## config.mk

```make
export PLATFORM = sky130hd
export DESIGN_NAME = io_bus_ctrl
export DESIGN_NICKNAME = d
export VERILOG_FILES = /design/src/rtl/io_bus_ctrl.sv
export SDC_FILE = /design/constraint.sdc
export NUM_CORES = 1
export LEC_CHECK = 0
export ABC_AREA = 1
export CORE_ASPECT_RATIO = 0.7
export CORE_MARGIN = 2
export CORE_UTILIZATION = 45
export CTS_CLUSTER_DIAMETER = 100
export DETAILED_ROUTE_END_ITERATION = 8
export GPL_ROUTABILITY_DRIVEN = 1
export PLACE_DENSITY = 0.74
export SYNTH_ARGS = -nofsm -noshare
export SYNTH_HDL_FRONTEND = slang
export SYNTH_SLANG_ARGS = --single-unit
```

## constraint.sdc

```tcl
create_clock -name clock -period 1.9 [get_ports clock]
set_clock_uncertainty 0.1 [all_clocks]
set_input_delay 0.38 -clock clock [delete_from_list [all_inputs] [get_ports clock]]
set_output_delay 0.38 -clock clock [all_outputs]
set_load 0.01 [all_outputs]
```

## src/rtl/io_bus_ctrl.sv

```systemverilog
// Memory-mapped I/O bus controller: dmem pass-through plus a 4-word I/O window
// holding a PS/2 scan-code FIFO and a registered LCD port. All loads return in one cycle.
module io_bus_ctrl #(
   parameter int                ADDR_W    = 12,
   parameter int                DATA_W    = 32,
   parameter int                KEY_DEPTH = 8,
   parameter logic [ADDR_W-1:0] IO_BASE   = {ADDR_W{1'b1}} - ADDR_W'(3)
) (
   input  logic              clock,
   input  logic              reset,
   input  logic [ADDR_W-1:0] cpu_addr,
   input  logic [DATA_W-1:0] cpu_wdata,
   input  logic              cpu_we,
   input  logic              cpu_re,
   output logic [DATA_W-1:0] cpu_rdata,
   output logic [ADDR_W-1:0] dmem_address,
   output logic [DATA_W-1:0] dmem_data_in,
   output logic              dmem_wren,
   input  logic [DATA_W-1:0] dmem_q,
   input  logic              ps2_key_pressed,
   input  logic [7:0]        ps2_out,
   output logic              lcd_write,
   output logic [DATA_W-1:0] lcd_data
);

   localparam int PW = $clog2(KEY_DEPTH);
   localparam int CW = PW + 1;

   typedef enum logic [1:0] {
      OFF_KEY_DATA   = 2'd0,
      OFF_KEY_STATUS = 2'd1,
      OFF_LCD_DATA   = 2'd2,
      OFF_KEY_CTRL   = 2'd3
   } io_off_e;

   // ---------------------------------------------------------------------------
   // Address decode and memory pass-through
   // ---------------------------------------------------------------------------
   logic    io_sel;
   io_off_e io_off;
   logic    load;
   logic    io_wr;
   logic    io_rd;

   assign io_sel = (cpu_addr >= IO_BASE);
   // The window is 4 words, so the low two bits of the difference are the offset.
   assign io_off = io_off_e'(cpu_addr[1:0] - IO_BASE[1:0]);
   assign load   = cpu_re & ~cpu_we;
   assign io_wr  = cpu_we & io_sel;
   assign io_rd  = load & io_sel;

   assign dmem_address = cpu_addr;
   assign dmem_data_in = cpu_wdata;
   assign dmem_wren    = cpu_we & ~io_sel;

   // ---------------------------------------------------------------------------
   // PS/2 scan-code FIFO
   // ---------------------------------------------------------------------------
   logic [7:0]    key_mem [KEY_DEPTH];
   logic [PW-1:0] wr_ptr;
   logic [PW-1:0] rd_ptr;
   logic [CW-1:0] count;
   logic          ovf;
   logic          ps2_prev;
   logic          ps2_armed;

   logic empty;
   logic full;
   logic push_req;
   logic pop;
   logic flush;
   logic clr_ovf;
   logic push_ok;
   logic overflow;

   assign empty    = (count == '0);
   assign full     = (count == CW'(KEY_DEPTH));
   // ps2_armed suppresses the false edge seen when the key is held through reset.
   assign push_req = ps2_key_pressed & ~ps2_prev & ps2_armed;
   assign pop      = io_rd & (io_off == OFF_KEY_DATA) & ~empty;
   assign flush    = io_wr & (io_off == OFF_KEY_CTRL) & cpu_wdata[0];
   assign clr_ovf  = io_wr & (io_off == OFF_KEY_CTRL) & cpu_wdata[1];
   assign push_ok  = push_req & ~flush & (~full | pop);
   assign overflow = push_req & ~flush & full & ~pop;

   // NOTE: sequential state uses non-blocking assignments so every register
   // samples the pre-edge values, regardless of statement order.
   always_ff @(posedge clock or negedge reset) begin
      if (!reset) begin
         wr_ptr    <= '0;
         rd_ptr    <= '0;
         count     <= '0;
         ovf       <= 1'b0;
         ps2_prev  <= 1'b0;
         ps2_armed <= 1'b0;
      end else begin
         ps2_prev  <= ps2_key_pressed;
         ps2_armed <= 1'b1;
         if (flush) begin
            wr_ptr <= '0;
            rd_ptr <= '0;
            count  <= '0;
         end else begin
            if (push_ok) wr_ptr <= wr_ptr + PW'(1);
            if (pop)     rd_ptr <= rd_ptr + PW'(1);
            case ({push_ok, pop})
               2'b10:   count <= count + CW'(1);
               2'b01:   count <= count - CW'(1);
               default: count <= count;
            endcase
         end
         if (overflow)     ovf <= 1'b1;
         else if (clr_ovf) ovf <= 1'b0;
      end
   end

   // NOTE: the code storage has no reset; count and the pointers define which
   // entries are valid, so stale contents are never observable.
   always_ff @(posedge clock) begin
      if (push_ok) key_mem[wr_ptr] <= ps2_out;
   end

   // ---------------------------------------------------------------------------
   // LCD output port
   // ---------------------------------------------------------------------------
   logic lcd_wr;
   assign lcd_wr = io_wr & (io_off == OFF_LCD_DATA);

   always_ff @(posedge clock or negedge reset) begin
      if (!reset) begin
         lcd_write <= 1'b0;
         lcd_data  <= '0;
      end else begin
         lcd_write <= lcd_wr;
         if (lcd_wr) lcd_data <= cpu_wdata;
      end
   end

   // ---------------------------------------------------------------------------
   // Read path: I/O value is captured with the load; memory data arrives from
   // dmem one cycle later. Result is held until the next load completes.
   // ---------------------------------------------------------------------------
   logic [DATA_W-1:0] io_rdata;
   logic [DATA_W-1:0] rd_io_q;
   logic [DATA_W-1:0] rd_hold;
   logic              rd_pending;
   logic              rd_mem;

   // NOTE: every output of this block gets a default first, so no path leaves
   // it unassigned and no latch is inferred.
   always_comb begin
      io_rdata = '0;
      case (io_off)
         OFF_KEY_DATA: begin
            if (!empty) begin
               io_rdata[DATA_W-1] = 1'b1;
               io_rdata[7:0]      = key_mem[rd_ptr];
            end
         end
         OFF_KEY_STATUS: begin
            io_rdata[DATA_W-1] = ovf;
            io_rdata[CW-1:0]   = count;
         end
         OFF_LCD_DATA: io_rdata = lcd_data;
         default:      io_rdata = '0;
      endcase
   end

   always_ff @(posedge clock or negedge reset) begin
      if (!reset) begin
         rd_pending <= 1'b0;
         rd_mem     <= 1'b1;
         rd_io_q    <= '0;
         rd_hold    <= '0;
      end else begin
         rd_pending <= cpu_re;
         if (cpu_re) begin
            // A load colliding with a store completes with zero.
            rd_mem  <= load & ~io_sel;
            rd_io_q <= io_rd ? io_rdata : '0;
         end
         if (rd_pending) rd_hold <= cpu_rdata;
      end
   end

   assign cpu_rdata = rd_pending ? (rd_mem ? dmem_q : rd_io_q) : rd_hold;

endmodule

```

==> impl_metrics.ini, run 1 <==
[status]
status = complete, but fails checks
violations = negative setup slack

[logic_synthesis]
synth_area_mm2 = 0.00807
synth_edf_count = 64
yosysSeqAreaShare_pct = 58.5
async_reset_ff_share_pct = 63.6
synth_flop_cell = dfrtp_1
yosys_warnings = 0
syn_inst = 851
syn_area_per_cell_um2 = 9.48
synth_area_leaders = dfrtp_1 34%, edfxtp_1 24%, nand2_1 9.5%, a31oi_1 5.0%, buf_4 4.1%
netlist.area_leader.share_pct = 34.4
synth_top_area_cell = dfrtp_1
synth_cell_types = 37
syn_nets = 944
ys_ff_latch = 176

[power_and_ir_drop]
pwr-share-comb_pct = 18.6
internal_power_mw = 7.13
clkPwrFrac_pct = 37.6
power_switching_mw = 2.58
irDropWorstVdd_v = 0.000688
p_per_area_mw_per_mm2 = 834
netSwitchingFraction_pct = 26.6
p_seq_share_pct = 43.8
power_leakage_nw = 5.14

[grt]
grt_use_total_pct = 26.2
grt_max_degree = 42
antenna_found_initial = 0
grt_first_pass_wirelength_um = 37400
first_global_vias = 6815
grt.overflow.total = 0

[floorplanning]
die_x_um = 164
io-pin-count = 199
dieArea_mm2 = 0.0190
num_rows = 40
die_h_um = 116
start_util_pct = 46.5
coreArea_mm2 = 0.0174

[placement]
dp_hpwl_um = 17800
port_buffers = 198
dp_cells = 1307
preCtsSetupSlack_ps = -821
gp_congestion = 0.914

[worst_setup_path]
r2r_slack_ps = 40
setup.worst_path.end = cpu_rdata[10]
crit_start = rd_mem
crit-reg2reg-launch = count[3]
r2r-end = count[2]
crit_required_ps = 1420
crit_path_start_kind = flop
r2r_cells = 12
critPathKind = flop to output port
arrival_ps = 1650
critPathCaptureType = output port
critPathMaxFanout = 21

[finish]
syn_to_final_growth_pct = 44.3
final_cells = 1348
seq_area_mm2 = 0.00473
fill_cells = 1361
n_antenna_cell = 0
final_common_cell = nand2_1
multi_input_comb_area_mm2 = 0.00284
layout_common_cells = 174 x nand2_1, 113 x clkdlybuf4s50_1, 107 x dfrtp_1, 106 x buf_4, 74 x nor2_1
fin_nets = 1197
final_layout_size_suffix_gt1_share_pct = 24.9

[sta]
rsz0062_at_grt = yes
max_freq_ghz = 0.469
period_needed_ps = 2130
setup_violations = 33
whs_ps = 267
hold_viol = 0
slew_violations = 0
fin_setup_tns_ps = -5400
setup_ws_ps = -232
period_share_pct = 112

[job]
maxCapViolations = 0

[clock_network]
clk_path_buf_depth = 2
root_buffer = clkbuf_16
clkSlewWorstSetupHoldPaths_ps = 70
numCtsBuffers = 17
cts_tree = built
clock_sinks = 176
h-tree-depth = 4
clock_latency_ps = 430

[routing]
drt.antenna.violating_nets = 0
routed_via_density = 5.29
wirelength_um = 24400
drt_iter0_drc = 798
drc = 0
dr.pass1.iters = 6
vias = 7125
wl_per_cell_um = 18.1

[worst_hold_path]
hp-class = input port to async pin
-- synth_stat cells, drive strengths merged (4+ instances only) --
cell type  count
clkbuf        30
nand4          6
ha             4
nand2        210
o21ai         57
inv           70
nand3         22
o221ai         6
o211ai         9
dfrtp        111
o22ai         30
a31oi         64
edfxtp        64
mux2i          6
buf           56
nor2          89
-- registers in the layout (all words and copies together), names as in the netlist --
register	cells
count	4
lcd_write	1
rd_hold	32
rd_ptr	3
ps2_prev	1
ovf	1
rd_mem	1
ps2_armed	1
wr_ptr	3
rd_io_q	32
key_mem	64
lcd_data	32
rd_pending	1
-- worst max-delay path, stage by stage (launching register included) --
cell,delay (ps)
dfstp_2,590
buf_12,170
nand2_1,100
a31oi_1,200
buf_2,180
-- layout make-up --
class	count	area share (%)
Multi-Input combinational cell	516	24.4
Clock inverter	11	1.31
Sequential cell	176	40.6
Clock buffer	21	3.95
Timing Repair Buffer	320	24.8
Inverter	73	2.41
Tap cell	231	2.48
-- per-layer routing --
layer	GRT usage (%)	wire length, um	share of wire, %
met3	7.44	2520	10
met2	36.5	10400	43
met5	0	0	0
met4	7.25	257	1.1
met1	39.9	11100	46
-- how the worst min path moves through the flow --
stage | from | to
6_report | reset | rd_io_q[20]
5_1_grt | reset | rd_hold[24]
4_1_cts | reset | rd_hold[24]
3_5_place_dp | reset | rd_hold[24]
3_3_place_gp | reset | rd_io_q[20]
2_1_floorplan | reset | count[0]
-- stage by stage --
stage / total power [mW] / instance area [um^2] / util (%)
after global placement: 6.03 / 11000 / 63.1
after CTS: 9.63 / 11500 / 66.2
after floorplan: 5.09 / 8180 / -
final: 9.71 / 11600 / 67.1
after detailed placement: 6.06 / 11000 / 63.1
after global routing: 10.1 / 11600 / 67.1
-- power groups by stage --
stage | Clock [mW] | Sequential, mW | Combinational (mW)
detailed placement | 0 | 4.31 | 1.74
finish | 3.65 | 4.26 | 1.80
CTS | 3.68 | 4.25 | 1.70
global route | 3.84 | 4.27 | 1.94
floorplan | 0 | 4.30 | 0.783
global placement | 0 | 4.31 | 1.72
-- cells by family (layout without fill, tap and decap cells) --
logic type	Yosys count	after routing	share of synthesized area, %
buffers and inverters	159	425	9.58
and+or+nand+nor	329	329	17.1
xor gates and xnor gates	1	1	0.109
AOI/OAI and AO/OA	175	175	13.2
adders and majority gates	4	4	0.620
muxes	6	6	0.744
DFF	176	176	58.5
other	1	1	0.0465
-- what timing repair did --
action	in CTS	in global routing
pin swaps	20	24
setup buffers	3	5
cloned	0	0
hold endpoints to repair	14	0
setup endpoints to repair	146	129
resized for setup	198	74
hold buffers	1	0
No activity file was read; power rests on OpenSTA's default activity.
==> run 2: changes to the inputs <==
Settings changed: PLACE_DENSITY 0.74 to not set, PLACE_DENSITY_LB_ADDON set to 0.12.
==> impl_metrics.ini, run 2 (synthesis gave the netlist of run 1 again) <==
[finish]
fin_util_pct = 69.6
largest_reg_flops = 64
largest_register = key_mem
n_antenna_cell = 0
syn_to_final_growth_pct = 49.7
fin_nets = 1221
final_layout_size_suffix_gt1_share_pct = 28.0
final_cells = 1372
final_common_cell = nand2_1
fin_area_mm2 = 0.0121
layout_common_cells = 156 x nand2_1, 123 x buf_4, 119 x clkdlybuf4s50_1, 107 x dfrtp_1, 73 x nor2_1

[sta]
tightest_slew_ps = 511
period_share_pct = 118
setup_violations = 32
hold_viol = 0
slew_violations = 0
fin_setup_tns_ps = -8940
whs_ps = 192
setup_ws_ps = -335
rsz0062_at_grt = yes
max_freq_ghz = 0.447
slew_headroom_pct = 65.8
period_needed_ps = 2240

[worst_setup_path]
crit_required_ps = 1420
slowest_stage = dfstp_4
critPathMaxFanout = 7
critPathMostFrequentCell = buf_6
critPathKind = flop to output port
crit_path_start_kind = flop
crit_path_max_incr_delay_ps = 710
arrival_ps = 1760
critPathCaptureType = output port
crit_chain = buf_12 > buf_6 > nand2_4 > a31oi_4 > buf_6

[power_and_ir_drop]
netSwitchingFraction_pct = 27.1
power_leakage_nw = 5.45
internal_power_mw = 7.04
p_per_area_mw_per_mm2 = 799
irDropWorstVdd_v = 0.000567
clkPwrFrac_pct = 36.1
p_seq_share_pct = 44.2
p_total_mw = 9.66
power_switching_mw = 2.61
pwr-share-comb_pct = 19.7

[floorplanning]
start_util_pct = 46.5
io-pin-count = 199
die_x_um = 164
die_h_um = 116
dieArea_mm2 = 0.0190
coreArea_mm2 = 0.0174
num_rows = 40

[clock_network]
h-tree-depth = 4
clkSlewWorstSetupHoldPaths_ps = 70
root_buffer = clkbuf_16
clock_latency_ps = 430
clk_path_buf_depth = 2
cts_tree = built
numCtsBuffers = 17
clock_sinks = 176

[routing]
vias = 7093
wl_per_cell_um = 17.8
wirelength_um = 24400
dr_wl_met3_um = 2120
highest_layer = met4
dr.pass1.iters = 5
drc = 0
drt_iter0_drc = 589
drt.antenna.violating_nets = 0
m1WireLength_um = 11700
met2WireLength_um = 10300
routed_via_density = 5.17

[job]
maxCapViolations = 0

[placement]
dp_cells = 1317
preCtsSetupSlack_ps = -823
port_buffers = 198
gp_congestion = 0.876
place_area_mm2 = 0.0110
dp_hpwl_um = 17200

[grt]
antenna_found_initial = 0
grt_use_total_pct = 25.7
grt.overflow.total = 0
first_global_vias = 6753
grt_first_pass_wirelength_um = 37000
grt_max_degree = 48

[worst_hold_path]
hp-class = input port to async pin

[status]
violations = negative setup slack
status = complete, but fails checks
==> run 2: changes by cell type in the layout (fill, tap and decap cells not counted), moves of 8 or more <==
cell	change
dlygate4sd2_1	-10
nand2_4	+10
nand2_1	-18
buf_6	+10
nand2_2	+8
buf_4	+17
==> run 2: worst max-delay path: cells and delay by family (launching register included) <==
family	cells	cell delay (ps)
buffers and inverters	3	380
DFF	1	710
AOI/OAI and AO/OA	1	180
and+or+nand+nor	1	50
==> run 2: per-layer routing <==
layer	global-route usage, %	up-vias
li1	-	3413
met1	39.6	3341
met2	35.6	315
met3	7.19	24
met4	6.37	0
met5	0	-
==> run 2: cell type report <==
cell class	count	area [um^2]
fill	1367	5280
sequential	176	4730
timing repair buffer	344	3180
multi-input combinational	516	3010
clock buffer	22	495
tap	231	289
inverter	73	280
clock inverter	10	97.6
==> run 2: repair_timing <==
item                                    in CTS  in global routing
pin swaps                                   18                 42
endpoints found under the hold margin      111                  0
endpoints found under the setup margin     137                136
hold buffers                                 1                  0
resized for setup                          174                146
setup buffers                               10                  9
cloned                                       0                  3
==> run 2: worst paths after layout <==
check	from	end	slack, ps	cells after the start
min reg2reg	lcd_data[16]	lcd_data[16]	410	2
min	reset	rd_hold[15]	190	2
min in group clock	ps2_key_pressed	ps2_prev	320	1
max	rd_mem	cpu_rdata[17]	-340	5
max reg2reg	rd_ptr[0]	rd_io_q[1]	60	8
max in group asynchronous	reset	rd_hold[1]	900	3
==> run 2: power groups by stage <==
stage / sequential (mW) / clock (mW) / combinational, mW
3_5_place_dp: 4.31 / 0 / 1.76
3_3_place_gp: 4.30 / 0 / 1.75
5_1_grt: 4.28 / 3.67 / 2.05
2_1_floorplan: 4.30 / 0 / 0.783
6_report: 4.26 / 3.49 / 1.90
4_1_cts: 4.24 / 3.52 / 1.76
==> run 3: changes to the inputs <==
Clock period 1.9 ns to 2.25 ns, I/O delays scaled along.
==> impl_metrics.ini, run 3 (synthesis gave the netlist of run 1 again) <==
[status]
status = complete, but fails checks
violations = negative setup slack

[power_and_ir_drop]
irDropWorstVdd_v = 0.000476
p_per_area_mw_per_mm2 = 696
power_leakage_nw = 4.85
p_total_mw = 7.91

[grt]
grt_max_degree = 49
grt.overflow.total = 0
grt_use_total_pct = 24.5
antenna_found_initial = 0
grt_first_pass_wirelength_um = 35600
first_global_vias = 6680

[routing]
drt.antenna.violating_nets = 0
routed_via_density = 5.18
wl_per_cell_um = 17.0
vias = 6882
drt_iter0_drc = 689
dr.pass1.iters = 5
drc = 0
wirelength_um = 22600

[clock_network]
clkSlewWorstSetupHoldPaths_ps = 60
clock_latency_ps = 430
clk_path_buf_depth = 2
cts_tree = built
numCtsBuffers = 17
root_buffer = clkbuf_16
clock_sinks = 176
h-tree-depth = 4

[sta]
hold_viol = 0
slew_violations = 0
tightest_slew_ps = 506
max_freq_ghz = 0.444
setup_violations = 2
rsz0062_at_grt = yes
period_needed_ps = 2250
setup_ws_ps = -2.72
slew_headroom_pct = 66.3
period_share_pct = 100

[finish]
syn_to_final_growth_pct = 40.8
largest_reg_flops = 64
fin_util_pct = 65.4
n_antenna_cell = 0
final_layout_size_suffix_gt1_share_pct = 19.8
fin_nets = 1178
largest_register = key_mem
final_common_cell = nand2_1
layout_common_cells = 184 x nand2_1, 155 x clkdlybuf4s50_1, 110 x dfrtp_1, 87 x buf_4, 79 x nor2_1

[worst_setup_path]
critPathMaxFanout = 8
critPathKind = flop to output port
arrival_ps = 1700
crit_path_max_incr_delay_ps = 580
crit-reg2reg-launch = count[1]
path_delay_family = flip-flops
r2r_slack_ps = 220
slowest_stage = dfstp_2
crit_required_ps = 1700
r2r-end = count[3]
r2r_cells = 11
cp_num_buf_inv = 2
crit_chain = buf_4 > nand2_1 > a31oi_1 > clkdlybuf4s15_2
crit_path_start_kind = flop
critPathCaptureType = output port

[worst_hold_path]
hp-class = input port to flop
hold_start = ps2_key_pressed
worstHoldPathCells = 1
hold_end = ps2_prev

[floorplanning]
coreArea_mm2 = 0.0174
num_rows = 40
die_h_um = 116
die_x_um = 164
dieArea_mm2 = 0.0190
start_util_pct = 46.5
io-pin-count = 199

[placement]
port_buffers = 198
dp_hpwl_um = 16300
gp_congestion = 0.848
preCtsSetupSlack_ps = -406

[job]
maxCapViolations = 0
## run 3: cell type report
class | instances | area, um^2
Clock inverter | 12 | 116
Fill cell | 1410 | 6000
Timing Repair Buffer | 301 | 2790
Clock buffer | 20 | 489
Multi-Input combinational cell | 516 | 2680
Tap cell | 231 | 289
Inverter | 73 | 274
Sequential cell | 176 | 4730
## run 3: per-stage QoR
stage               hold WS, ps  setup TNS [ps]  instances  area, um^2
global route                397            -681       1329       11400
CTS                         378            -164       1327       11300
global placement            354          -20750       1293       10700
detailed placement          353          -27120       1293       10700
finish                      390           -3.31       1329       11400
floorplan                  54.4               0        851        8070
## run 3: what timing repair did
item,in CTS,in global routing
hold buffers,1,0
pin swaps,5,15
resized for setup,124,52
endpoints found under the setup margin,34,99
endpoints found under the hold margin,28,0
setup buffers,1,2
## run 3: metal layers
layer / routed length [um] / global-route usage, %
met3: 1700 / 5.12
met1: 11000 / 37.1
met5: 0 / 0
met4: 289 / 6.26
met2: 9690 / 35.9
## run 3: power by group
part / internal [mW] / switching, mW
Combinational: 0.634 / 0.686
Clock: 1.71 / 1.30
Sequential: 3.50 / 0.0938
Total: 5.84 / 2.08
## run 3: worst max-delay path by stage
stage | from | end | slack [ps] | cells past startpoint
finish | rd_mem | cpu_rdata[29] | -3 | 4
floorplan | cpu_addr[9] | key_mem[4][0] | 40 | 10
global route | rd_mem | cpu_rdata[17] | -60 | 5
global placement | cpu_addr[5] | count[3] | -320 | 16
CTS | rd_mem | cpu_rdata[9] | -50 | 4
detailed placement | cpu_addr[9] | count[3] | -410 | 16
